**config.mk**
```make
export PLATFORM = sky130hd
export DESIGN_NAME = calc_alu_seq
export DESIGN_NICKNAME = d
export VERILOG_FILES = /design/src/rtl/calc_alu_pkg.sv /design/src/rtl/calc_alu_mul_seq.sv /design/src/rtl/calc_alu_seq.sv
export SDC_FILE = /design/constraint.sdc
export NUM_CORES = 1
export LEC_CHECK = 0
export ABC_AREA = 1
export CAP_MARGIN = 10
export CORE_UTILIZATION = 60
export CTS_BUF_LIST = sky130_fd_sc_hd__clkbuf_4
export DETAILED_ROUTE_END_ITERATION = 10
export GPL_TIMING_DRIVEN = 0
export MAX_ROUTING_LAYER = met4
export PLACE_DENSITY = 0.82
export REMOVE_ABC_BUFFERS = 1
export SETUP_SLACK_MARGIN = 0.3
export SLEW_MARGIN = 20
export SYNTH_ARGS = -nofsm -noshare
export SYNTH_HDL_FRONTEND = slang
export SYNTH_SLANG_ARGS = --single-unit
```
**constraint.sdc**
```tcl
create_clock -name clk -period 6.7 [get_ports clk]
set_input_delay 1.34 -clock clk [delete_from_list [all_inputs] [get_ports clk]]
set_output_delay 1.34 -clock clk [all_outputs]
set_load 0.01 [all_outputs]
```
**src/rtl/calc_alu_pkg.sv**
```systemverilog
// -----------------------------------------------------------------------------
// calc_alu_pkg
// Shared types and constants for the registered calculator ALU.
//   op_e     : 3-bit operation codes presented on the op port
//   FLAG_*   : bit positions inside the 4-bit {N,V,C,Z} flags word
//   state_e  : control FSM states of calc_alu_seq
// -----------------------------------------------------------------------------
package calc_alu_pkg;

  typedef enum logic [2:0] {
    OP_ADD = 3'b000,
    OP_SUB = 3'b001,
    OP_AND = 3'b010,
    OP_XOR = 3'b011,
    OP_OR  = 3'b100,
    OP_SHL = 3'b101,
    OP_SHR = 3'b110,
    OP_MUL = 3'b111
  } op_e;

  localparam int FLAG_Z    = 0;
  localparam int FLAG_C    = 1;
  localparam int FLAG_V    = 2;
  localparam int FLAG_N    = 3;
  localparam int NUM_FLAGS = 4;

  // IDLE: nothing pending, MUL: multiplier iterating, HOLD: result on output.
  typedef enum logic [1:0] {
    IDLE = 2'd0,
    MUL  = 2'd1,
    HOLD = 2'd2
  } state_e;

endpackage

```
**src/rtl/calc_alu_mul_seq.sv**
```systemverilog
// -----------------------------------------------------------------------------
// calc_alu_mul_seq
// Unsigned shift-add multiplier, one multiplier bit per clock edge.
// Operands are captured on the edge where start is high; the following WIDTH
// edges each add one partial product.
//
// Ports
//   clk    in   1          rising-edge clock
//   rst    in   1          asynchronous, active-high reset (aborts any product)
//   start  in   1          load a/b and begin a new product
//   a      in   WIDTH      multiplicand
//   b      in   WIDTH      multiplier
//   done   out  1          high during the cycle whose closing edge adds the
//                          last partial product
//   prod   out  2*WIDTH    running sum including this cycle's partial product;
//                          equals the full product a*b while done is high
// -----------------------------------------------------------------------------
module calc_alu_mul_seq
  import calc_alu_pkg::*;
#(
  parameter int WIDTH = 5
) (
  input  logic               clk,
  input  logic               rst,
  input  logic               start,
  input  logic [WIDTH-1:0]   a,
  input  logic [WIDTH-1:0]   b,
  output logic               done,
  output logic [2*WIDTH-1:0] prod
);

  localparam int CW = $clog2(WIDTH + 1);

  logic [2*WIDTH-1:0] mcand_q, mcand_d;
  logic [WIDTH-1:0]   mplier_q, mplier_d;
  logic [2*WIDTH-1:0] sum_q, sum_d;
  logic [CW-1:0]      cnt_q, cnt_d;
  logic               busy_q, busy_d;
  logic [2*WIDTH-1:0] step_sum;

  always_comb begin
    // NOTE: every variable gets a default before any branch, so no path can
    // leave a value unassigned and infer a latch.
    mcand_d  = mcand_q;
    mplier_d = mplier_q;
    sum_d    = sum_q;
    cnt_d    = cnt_q;
    busy_d   = busy_q;

    step_sum = sum_q + (mplier_q[0] ? mcand_q : '0);
    done     = busy_q && (cnt_q == CW'(1));
    prod     = step_sum;

    if (start) begin
      mcand_d  = {{WIDTH{1'b0}}, a};
      mplier_d = b;
      sum_d    = '0;
      cnt_d    = CW'(WIDTH);
      busy_d   = 1'b1;
    end else if (busy_q) begin
      sum_d    = step_sum;
      mcand_d  = mcand_q << 1;
      mplier_d = mplier_q >> 1;
      cnt_d    = cnt_q - CW'(1);
      busy_d   = !done;
    end
  end

  // NOTE: state registers use non-blocking assignments so every flop samples
  // the pre-edge values, independent of statement order.
  always_ff @(posedge clk or posedge rst) begin
    if (rst) begin
      mcand_q  <= '0;
      mplier_q <= '0;
      sum_q    <= '0;
      cnt_q    <= '0;
      busy_q   <= 1'b0;
    end else begin
      mcand_q  <= mcand_d;
      mplier_q <= mplier_d;
      sum_q    <= sum_d;
      cnt_q    <= cnt_d;
      busy_q   <= busy_d;
    end
  end

endmodule

```
**src/rtl/calc_alu_seq.sv**
```systemverilog
// -----------------------------------------------------------------------------
// calc_alu_seq
// Registered calculator ALU with valid/ready handshakes on both sides, an
// accumulator operand, {N,V,C,Z} status flags and an iterative multiply.
// Single-cycle ops produce their result on the accept edge; MUL produces it
// WIDTH edges after the accept edge.
//
// Ports
//   clk        in   1      rising-edge clock
//   rst        in   1      asynchronous, active-high reset
//   in_valid   in   1      operation presented
//   in_ready   out  1      operation accepted when in_valid && in_ready
//   op         in   3      operation code (calc_alu_pkg::op_e)
//   in1        in   WIDTH  operand A (ignored when use_acc=1)
//   in2        in   WIDTH  operand B (shift amount for SHL/SHR)
//   use_acc    in   1      take operand A from the accumulator
//   out_valid  out  1      result/flags valid
//   out_ready  in   1      result consumed when out_valid && out_ready
//   result     out  WIDTH  result, low WIDTH bits
//   flags      out  4      {N,V,C,Z}
// -----------------------------------------------------------------------------
module calc_alu_seq
  import calc_alu_pkg::*;
#(
  parameter int WIDTH = 5
) (
  input  logic             clk,
  input  logic             rst,
  input  logic             in_valid,
  output logic             in_ready,
  input  logic [2:0]       op,
  input  logic [WIDTH-1:0] in1,
  input  logic [WIDTH-1:0] in2,
  input  logic             use_acc,
  output logic             out_valid,
  input  logic             out_ready,
  output logic [WIDTH-1:0] result,
  output logic [3:0]       flags
);

  localparam int SHW = $clog2(WIDTH);

  state_e                 state_q, state_d;
  logic [WIDTH-1:0]       result_q, result_d;
  logic [NUM_FLAGS-1:0]   flags_q, flags_d;
  logic [WIDTH-1:0]       acc_q, acc_d;

  op_e                    op_in;
  logic [WIDTH-1:0]       opa;
  logic [WIDTH:0]         add_w;
  logic [WIDTH:0]         sub_w;
  logic [SHW-1:0]         shamt;
  logic                   shamt_oob;
  logic [WIDTH-1:0]       alu_res;
  logic                   alu_c;
  logic                   alu_v;
  logic                   accept;
  logic                   mul_start;
  logic                   mul_done;
  logic [2*WIDTH-1:0]     mul_prod;

  function automatic logic [NUM_FLAGS-1:0] make_flags(input logic [WIDTH-1:0] r,
                                                      input logic             c,
                                                      input logic             v);
    logic [NUM_FLAGS-1:0] f;
    f         = '0;
    f[FLAG_Z] = (r == '0);
    f[FLAG_C] = c;
    f[FLAG_V] = v;
    f[FLAG_N] = r[WIDTH-1];
    return f;
  endfunction

  // ---------------------------------------------------------------------------
  // Single-cycle datapath. Operand A is the accumulator value at accept time
  // when use_acc is set, which lets a result feed the next op directly.
  // ---------------------------------------------------------------------------
  always_comb begin
    op_in     = op_e'(op);
    opa       = use_acc ? acc_q : in1;
    add_w     = {1'b0, opa} + {1'b0, in2};
    // The extra top bit of the widened difference is exactly the borrow (A<B).
    sub_w     = {1'b0, opa} - {1'b0, in2};
    shamt     = in2[SHW-1:0];
    shamt_oob = (32'(shamt) >= WIDTH);
    alu_res   = '0;
    alu_c     = 1'b0;
    alu_v     = 1'b0;

    unique case (op_in)
      OP_ADD: begin
        alu_res = add_w[WIDTH-1:0];
        alu_c   = add_w[WIDTH];
        alu_v   = (opa[WIDTH-1] == in2[WIDTH-1]) && (alu_res[WIDTH-1] != opa[WIDTH-1]);
      end
      OP_SUB: begin
        alu_res = sub_w[WIDTH-1:0];
        alu_c   = sub_w[WIDTH];
        alu_v   = (opa[WIDTH-1] != in2[WIDTH-1]) && (alu_res[WIDTH-1] != opa[WIDTH-1]);
      end
      OP_AND: alu_res = opa & in2;
      OP_XOR: alu_res = opa ^ in2;
      OP_OR:  alu_res = opa | in2;
      OP_SHL: alu_res = shamt_oob ? '0 : (opa << shamt);
      OP_SHR: alu_res = shamt_oob ? '0 : (opa >> shamt);
      OP_MUL: alu_res = '0;  // produced by the iterative multiplier instead
      default: alu_res = '0;
    endcase
  end

  calc_alu_mul_seq #(
    .WIDTH (WIDTH)
  ) u_mul (
    .clk   (clk),
    .rst   (rst),
    .start (mul_start),
    .a     (opa),
    .b     (in2),
    .done  (mul_done),
    .prod  (mul_prod)
  );

  // ---------------------------------------------------------------------------
  // Control FSM. A held result may be replaced on the same edge it is consumed,
  // so HOLD accepts a new op only when out_ready is also high.
  // ---------------------------------------------------------------------------
  always_comb begin
    in_ready  = (state_q == IDLE) || ((state_q == HOLD) && out_ready);
    accept    = in_valid && in_ready;

    state_d   = state_q;
    result_d  = result_q;
    flags_d   = flags_q;
    acc_d     = acc_q;
    mul_start = 1'b0;

    case (state_q)
      MUL: begin
        if (mul_done) begin
          result_d = mul_prod[WIDTH-1:0];
          flags_d  = make_flags(mul_prod[WIDTH-1:0], |mul_prod[2*WIDTH-1:WIDTH], 1'b0);
          acc_d    = mul_prod[WIDTH-1:0];
          state_d  = HOLD;
        end
      end
      HOLD: begin
        if (out_ready && !in_valid) begin
          state_d = IDLE;
        end
      end
      default: ;
    endcase

    // accept is only possible in IDLE or HOLD, never alongside mul_done.
    if (accept) begin
      if (op_in == OP_MUL) begin
        mul_start = 1'b1;
        state_d   = MUL;
      end else begin
        result_d  = alu_res;
        flags_d   = make_flags(alu_res, alu_c, alu_v);
        acc_d     = alu_res;
        state_d   = HOLD;
      end
    end
  end

  always_ff @(posedge clk or posedge rst) begin
    if (rst) begin
      state_q  <= IDLE;
      result_q <= '0;
      flags_q  <= '0;
      acc_q    <= '0;
    end else begin
      state_q  <= state_d;
      result_q <= result_d;
      flags_q  <= flags_d;
      acc_q    <= acc_d;
    end
  end

  assign out_valid = (state_q == HOLD);
  assign result    = result_q;
  assign flags     = flags_q;

endmodule

```
Yosys cells after proc, flatten, opt, wreduce, memory -nomap -nowiden
Cells that the tools add are included.
{ "word_totals": {"reg_bits": 45, "inputBits": 18, "output_inout_bits": 11, "elab_cells": 88} }
{ "classes": {"addsub": 4, "n_lt_le_gt_ge": 1, "eq_ne": 16, "shifts": 2, "muxes": 36, "bitwise": 3, "n_reduce_logical": 17} }
{ "op_table": {"columns": ["op", "count"], "rows": [
  ["two-way mux 5 bit", 13],
  ["two-way mux 10 bit", 5],
  ["one-hot mux 5 bit (8 select lines)", 1],
  ["two-way mux 4 bit", 4],
  ["equality test 3 bit, second input constant", 4],
  ["adder 10 bit", 1],
  ["logical NOT 5 bit", 2],
  ["two-way mux 2 bit", 4],
  ["adder 5 x 5 -> 6 bit", 1],
  ["equality test 3 x 1 -> 1 bit, second input constant", 2],
  ["equality test 3 x 2 -> 1 bit, second input constant", 2],
  ["logical AND 1 bit", 6],
  ["two-way mux 3 bit", 2],
  ["subtractor 5 x 5 -> 6 bit", 1],
  ["AND 5 bit", 1],
  ["bitwise OR 5 bit", 1],
  ["OR reduction 5 bit", 1],
  ["<< shifter 5 x 3 -> 5 bit", 1],
  [">> shifter 5 x 3 -> 5 bit", 1],
  ["XOR 5 bit", 1],
  ["two-way mux 1 bit", 4],
  ["one-hot mux 1 bit (2 select lines)", 2],
  ["one-hot mux 2 bit (2 select lines)", 1],
  ["greater-or-equal comparator 3 bit, second input constant", 1],
  ["14 further kinds", 17]
]} }

Depth between registers and ports, before layout
{ "depth": {"ltp_word": 7, "mapped_depth": 16, "mapped_depth_nobuf": 15} }

Modules after synthesis
From an unflattened synthesis, not the netlist that was laid out.
{ "unflattened": {"cells_unflattened": 555, "area_unflattened_um2": 3828.7} }
{ "modules_own_cells": {"columns": ["mod", "instances", "cells_per_inst", "area_each_um2", "seq_area_each_um2"], "rows": [
  ["calc_alu_seq", 1, 333, 1993.2, 400.4],
  ["calc_alu_mul_seq", 1, 222, 1835.5, 725.7]
]} }

Worst setup path after synthesis
Ideal clock, no wire load.
{ "synth_timing": {"kind": "in2reg", "startpoint": "in use_acc", "endpoint": "reg flags_q[0] (netlist: flags[0])", "t_arrival_ns": 3.154, "setup_slack_ns": 3.469, "path_stages": 15, "cell_sequence": "buf_4 -> inv_1 -> nand2_1 -> and2_1 -> inv_1 -> ha_1 -> fa_1 -> inv_1 -> nand3_1 -> a21o_1 -> nand3_1 -> nand3_1 -> nand2_1 -> nand3_1 -> a21oi_1"} }
{ "synth_via": {"elab_chain_len": 7, "word_cells_on_any_way": 14, "classes_between": "add/sub (2); shift (2); mux (6); bitwise (3); reduce/logical (1)"} }
{ "synth_lines": {"columns": ["element", "line", "text"], "rows": [
  ["from (decl)", "calc_alu_seq.sv:34", "input logic use_acc,"],
  ["two-way mux 5 bit *", "calc_alu_seq.sv:80", "opa = use_acc ? acc_q : in1;"],
  ["branches (longest 2 deep; another with subtractor 5 x 5 -> 6 bit)", null, null],
  ["one-hot mux 5 bit (8 select lines) *", "calc_alu_seq.sv:90", "unique case (op_in)"],
  ["logical NOT 5 bit *", "calc_alu_seq.sv:67", "f[FLAG_Z] = (r == '0);"],
  ["two-way mux 4 bit *", "calc_alu_seq.sv:156", "if (op_in == OP_MUL) begin"],
  ["two-way mux 4 bit *", "calc_alu_seq.sv:155", "if (accept) begin"],
  ["named net flags_d[0]", "calc_alu_seq.sv:45", "logic [NUM_FLAGS-1:0] flags_q, flags_d;"],
  ["to (signal assigned)", "calc_alu_seq.sv:177", "flags_q <= flags_d;"],
  ["to (decl)", "calc_alu_seq.sv:45", null]
]} }
Mark *: on every way through the listed nets, which the timed path passes.
A chain may end at the register's enable or synchronous reset.

Worst setup path after layout
{ "layout_timing": {"startpoint": "in out_ready", "endpoint": "out in_ready"} }
{ "layout_via": {"elab_chain_len": 2} }
{ "layout_lines": {"columns": ["element", "line", "text"], "rows": [
  ["from (decl)", "calc_alu_seq.sv:36", "input logic out_ready,"],
  ["logical AND 1 bit", "calc_alu_seq.sv:128", "in_ready = (state_q == IDLE) || ((state_q == HOLD) && out_ready);"],
  ["logical OR 1 bit", "calc_alu_seq.sv:128", null],
  ["to (decl)", "calc_alu_seq.sv:30", "output logic in_ready,"]
]} }
No other way between the ends.

==> run summary <==
Period minus WS final: 3.91 ns
slowest CP cell: clkdlybuf4s50_1
worst hold start: u_mul.sum_q[5]
Tot GR Track Use: 30.9%
Max Cap Viol: 0
Root Driver: clkbuf_4
Avg Inst Size Synth: 7.01 µm²
Resize count post-CTS: 0
initial antenna violation count: 0
CTS tree: yes
r2r startpoint: u_mul.cnt_q[1]
worst hold slack: 0.507 ns
Max rail drop VDD: 0.209 mV
via count: 3431
Post-CTS Hold Fix Bufs: 0
final core occ: 71.3%
crit-path max FO: 2
initial drt markers: 235
most used cell, CP: clkdlybuf4s50_1
count of different cell masters after synthesis: 41
I/O pin count: 29
Initial Util: 63.7%
Final setup viols: 0
layout cells sized above 1: 5.36%
flops & latches, synth: 45
Vert. Die Dim: 79.4 µm
worst slew pin tran: 0.732 ns
most frequent cells in the layout: nand2_1, inv_1, nand3_1
CORE AREA: 5640 µm²
unrepaired setup endpoints after global routing: false
crit-path cells: clkdlybuf4s50_1, inv_1, a21oi_2, clkdlybuf4s50_1
vias in the first global route: 3144
Synth-to-Final Area Change: 11.8%
fin crit share: 58.3%
worst setup margin: 2.79 ns
vias per cell: 5.60
commonest non-fill, non-tap cell in the layout: nand2_1
clock insertion delay at the later pin of the skew report: 0.39 ns
TritonCTS Buffers: 5
Synth Warn #: 0
flop2flop setup slack: 4.15 ns
DRC Markers: 0
register area share after synthesis: 31.3%
fmax: 256 MHz
largest net degree at the start of global routing: 27
element type at the critical path start: input port
Final Hold Violating Endpoints: 0
Min-Delay Path Class: flop to flop
first-pass GRT wire length: 14.7 mm
Post-CTS Repair Setup Buffers: 0
Post-DP HPWL: 6.88 mm
Max-slew headroom: 51.0%
# port buffers: 28
total gr overflow: 0
PwrDens: 310 nW/µm²
Max stage delay on crit path: 0.56 ns
drt pass-1 iters: 8
result of the run: complete, no violations
Synth Instances: 513
Worst Setup End Kind: output port
routed len/inst: 14.5 µm
clk_skew: 0.0195 ns
Slew Limit Fails: 0
die area: 6300 µm²
CTS H-Tree Depth: 2
Routed WL: 8.88 mm
clock sink count: 45
critical path type: input port to output port
CP bufs+invs: 3
Antenna Violating Nets Remaining: 0
Critical Path RT: 5.36 ns
beginning of the critical path: out_ready
Synth Cell Area: 3590 µm²
num rows: 27
Nets: 590
DIE WIDTH: 79.4 µm
ant diodes: 0
Setup WS pre-CTS: 2.48 ns
final setup TNS: 0 ns
worst path arrival time: 2.57 ns
crit-path leading delay family: buffers and inverters
Final Wtd Congestion: 0.997
Pleak: 2.15 nW
clk slew on worst S/H paths: 0.16 ns
Clock Tree Buf Depth: 2
-- registers in the layout (all words and copies together) (netlist names) --
signal,count
u_mul.mplier_q,5
acc_q,5
u_mul.mcand_q,10
u_mul.cnt_q,3
flags,4
u_mul.sum_q,10
state_q,2
u_mul.busy_q,1
result,5
-- cells in the mapped netlist, drive strengths merged --
master	instances	share of area, %
xnor2	2	0.49
ha	29	10
clkbuf	3	0.31
nand3b	2	0.42
nand4	8	1.4
nor3	6	1.4
buf	6	1.1
o21bai	2	0.42
nand2	145	15
dfrtp	45	31
nor2	37	4.8
o31ai	1	0.21
fa	3	1.7
nand3	46	6.4
a22oi	4	0.84
o22ai	6	1.0
o221ai	4	0.97
clkinv	2	0.21
o211ai	3	0.63
inv	81	8.5
or2	3	0.52
o21ai	35	5.0
and2	1	0.17
a22o	1	0.24
a21o	3	0.63
xor2	8	1.9
a21oi	27	4.0
-- area by class of cell --
class | count | area, µm²
inverter | 83 | 314
multi-input combinational | 376 | 2100
tap | 72 | 90.1
fill | 452 | 1620
timing repair buffer | 29 | 300
clock buffer | 5 | 37.5
sequential | 45 | 1130
clock inverter | 3 | 50.0
-- stage by stage --
step	total power, mW	instance area, µm²	std cells
CTS	1.24	4020	613
global route	1.36	4020	613
detailed placement	1.06	3930	605
finish	1.25	4020	613
floorplan	0.864	3540	504
global placement	1.03	3910	604
-- kinds of logic (layout without fill, tap and decap cells) --
logic type	count (synthesis)	in the layout	share of synthesized area (%)
simple gates	248	248	30.4
buf+inv	92	120	10.2
compound gates	86	86	13.9
flops	45	45	31.3
fa+ha+maj	32	32	11.8
xor+xnor	10	10	2.44
-- final timing paths --
check | end | depth (start not counted)
worst min register to register | u_mul.sum_q[5] | 1
worst max-delay path | in_ready | 4
worst min-delay path | u_mul.sum_q[5] | 1
min in group asynchronous | u_mul.cnt_q[0] | 2
max in group asynchronous | acc_q[1] | 3
worst max register to register | flags[0] | 12
-- report_power, final --
part / total, mW / leakage, nW / switching (mW) / internal [mW]
combinational: 0.609 / 1.52 / 0.371 / 0.238
sequential: 0.455 / 0.583 / 0.0758 / 0.379
clock: 0.183 / 0.0473 / 0.102 / 0.0818
-- per-layer routing --
metal	share of wire, %	GRT usage (%)	vias to the layer above
met5	0	-	-
met4	1.3	6.73	0
met3	6.0	4.23	17
met2	46	48.4	118
met1	47	42.6	1581
li1	-	-	1715
No activity file was read; power rests on OpenSTA's default activity.
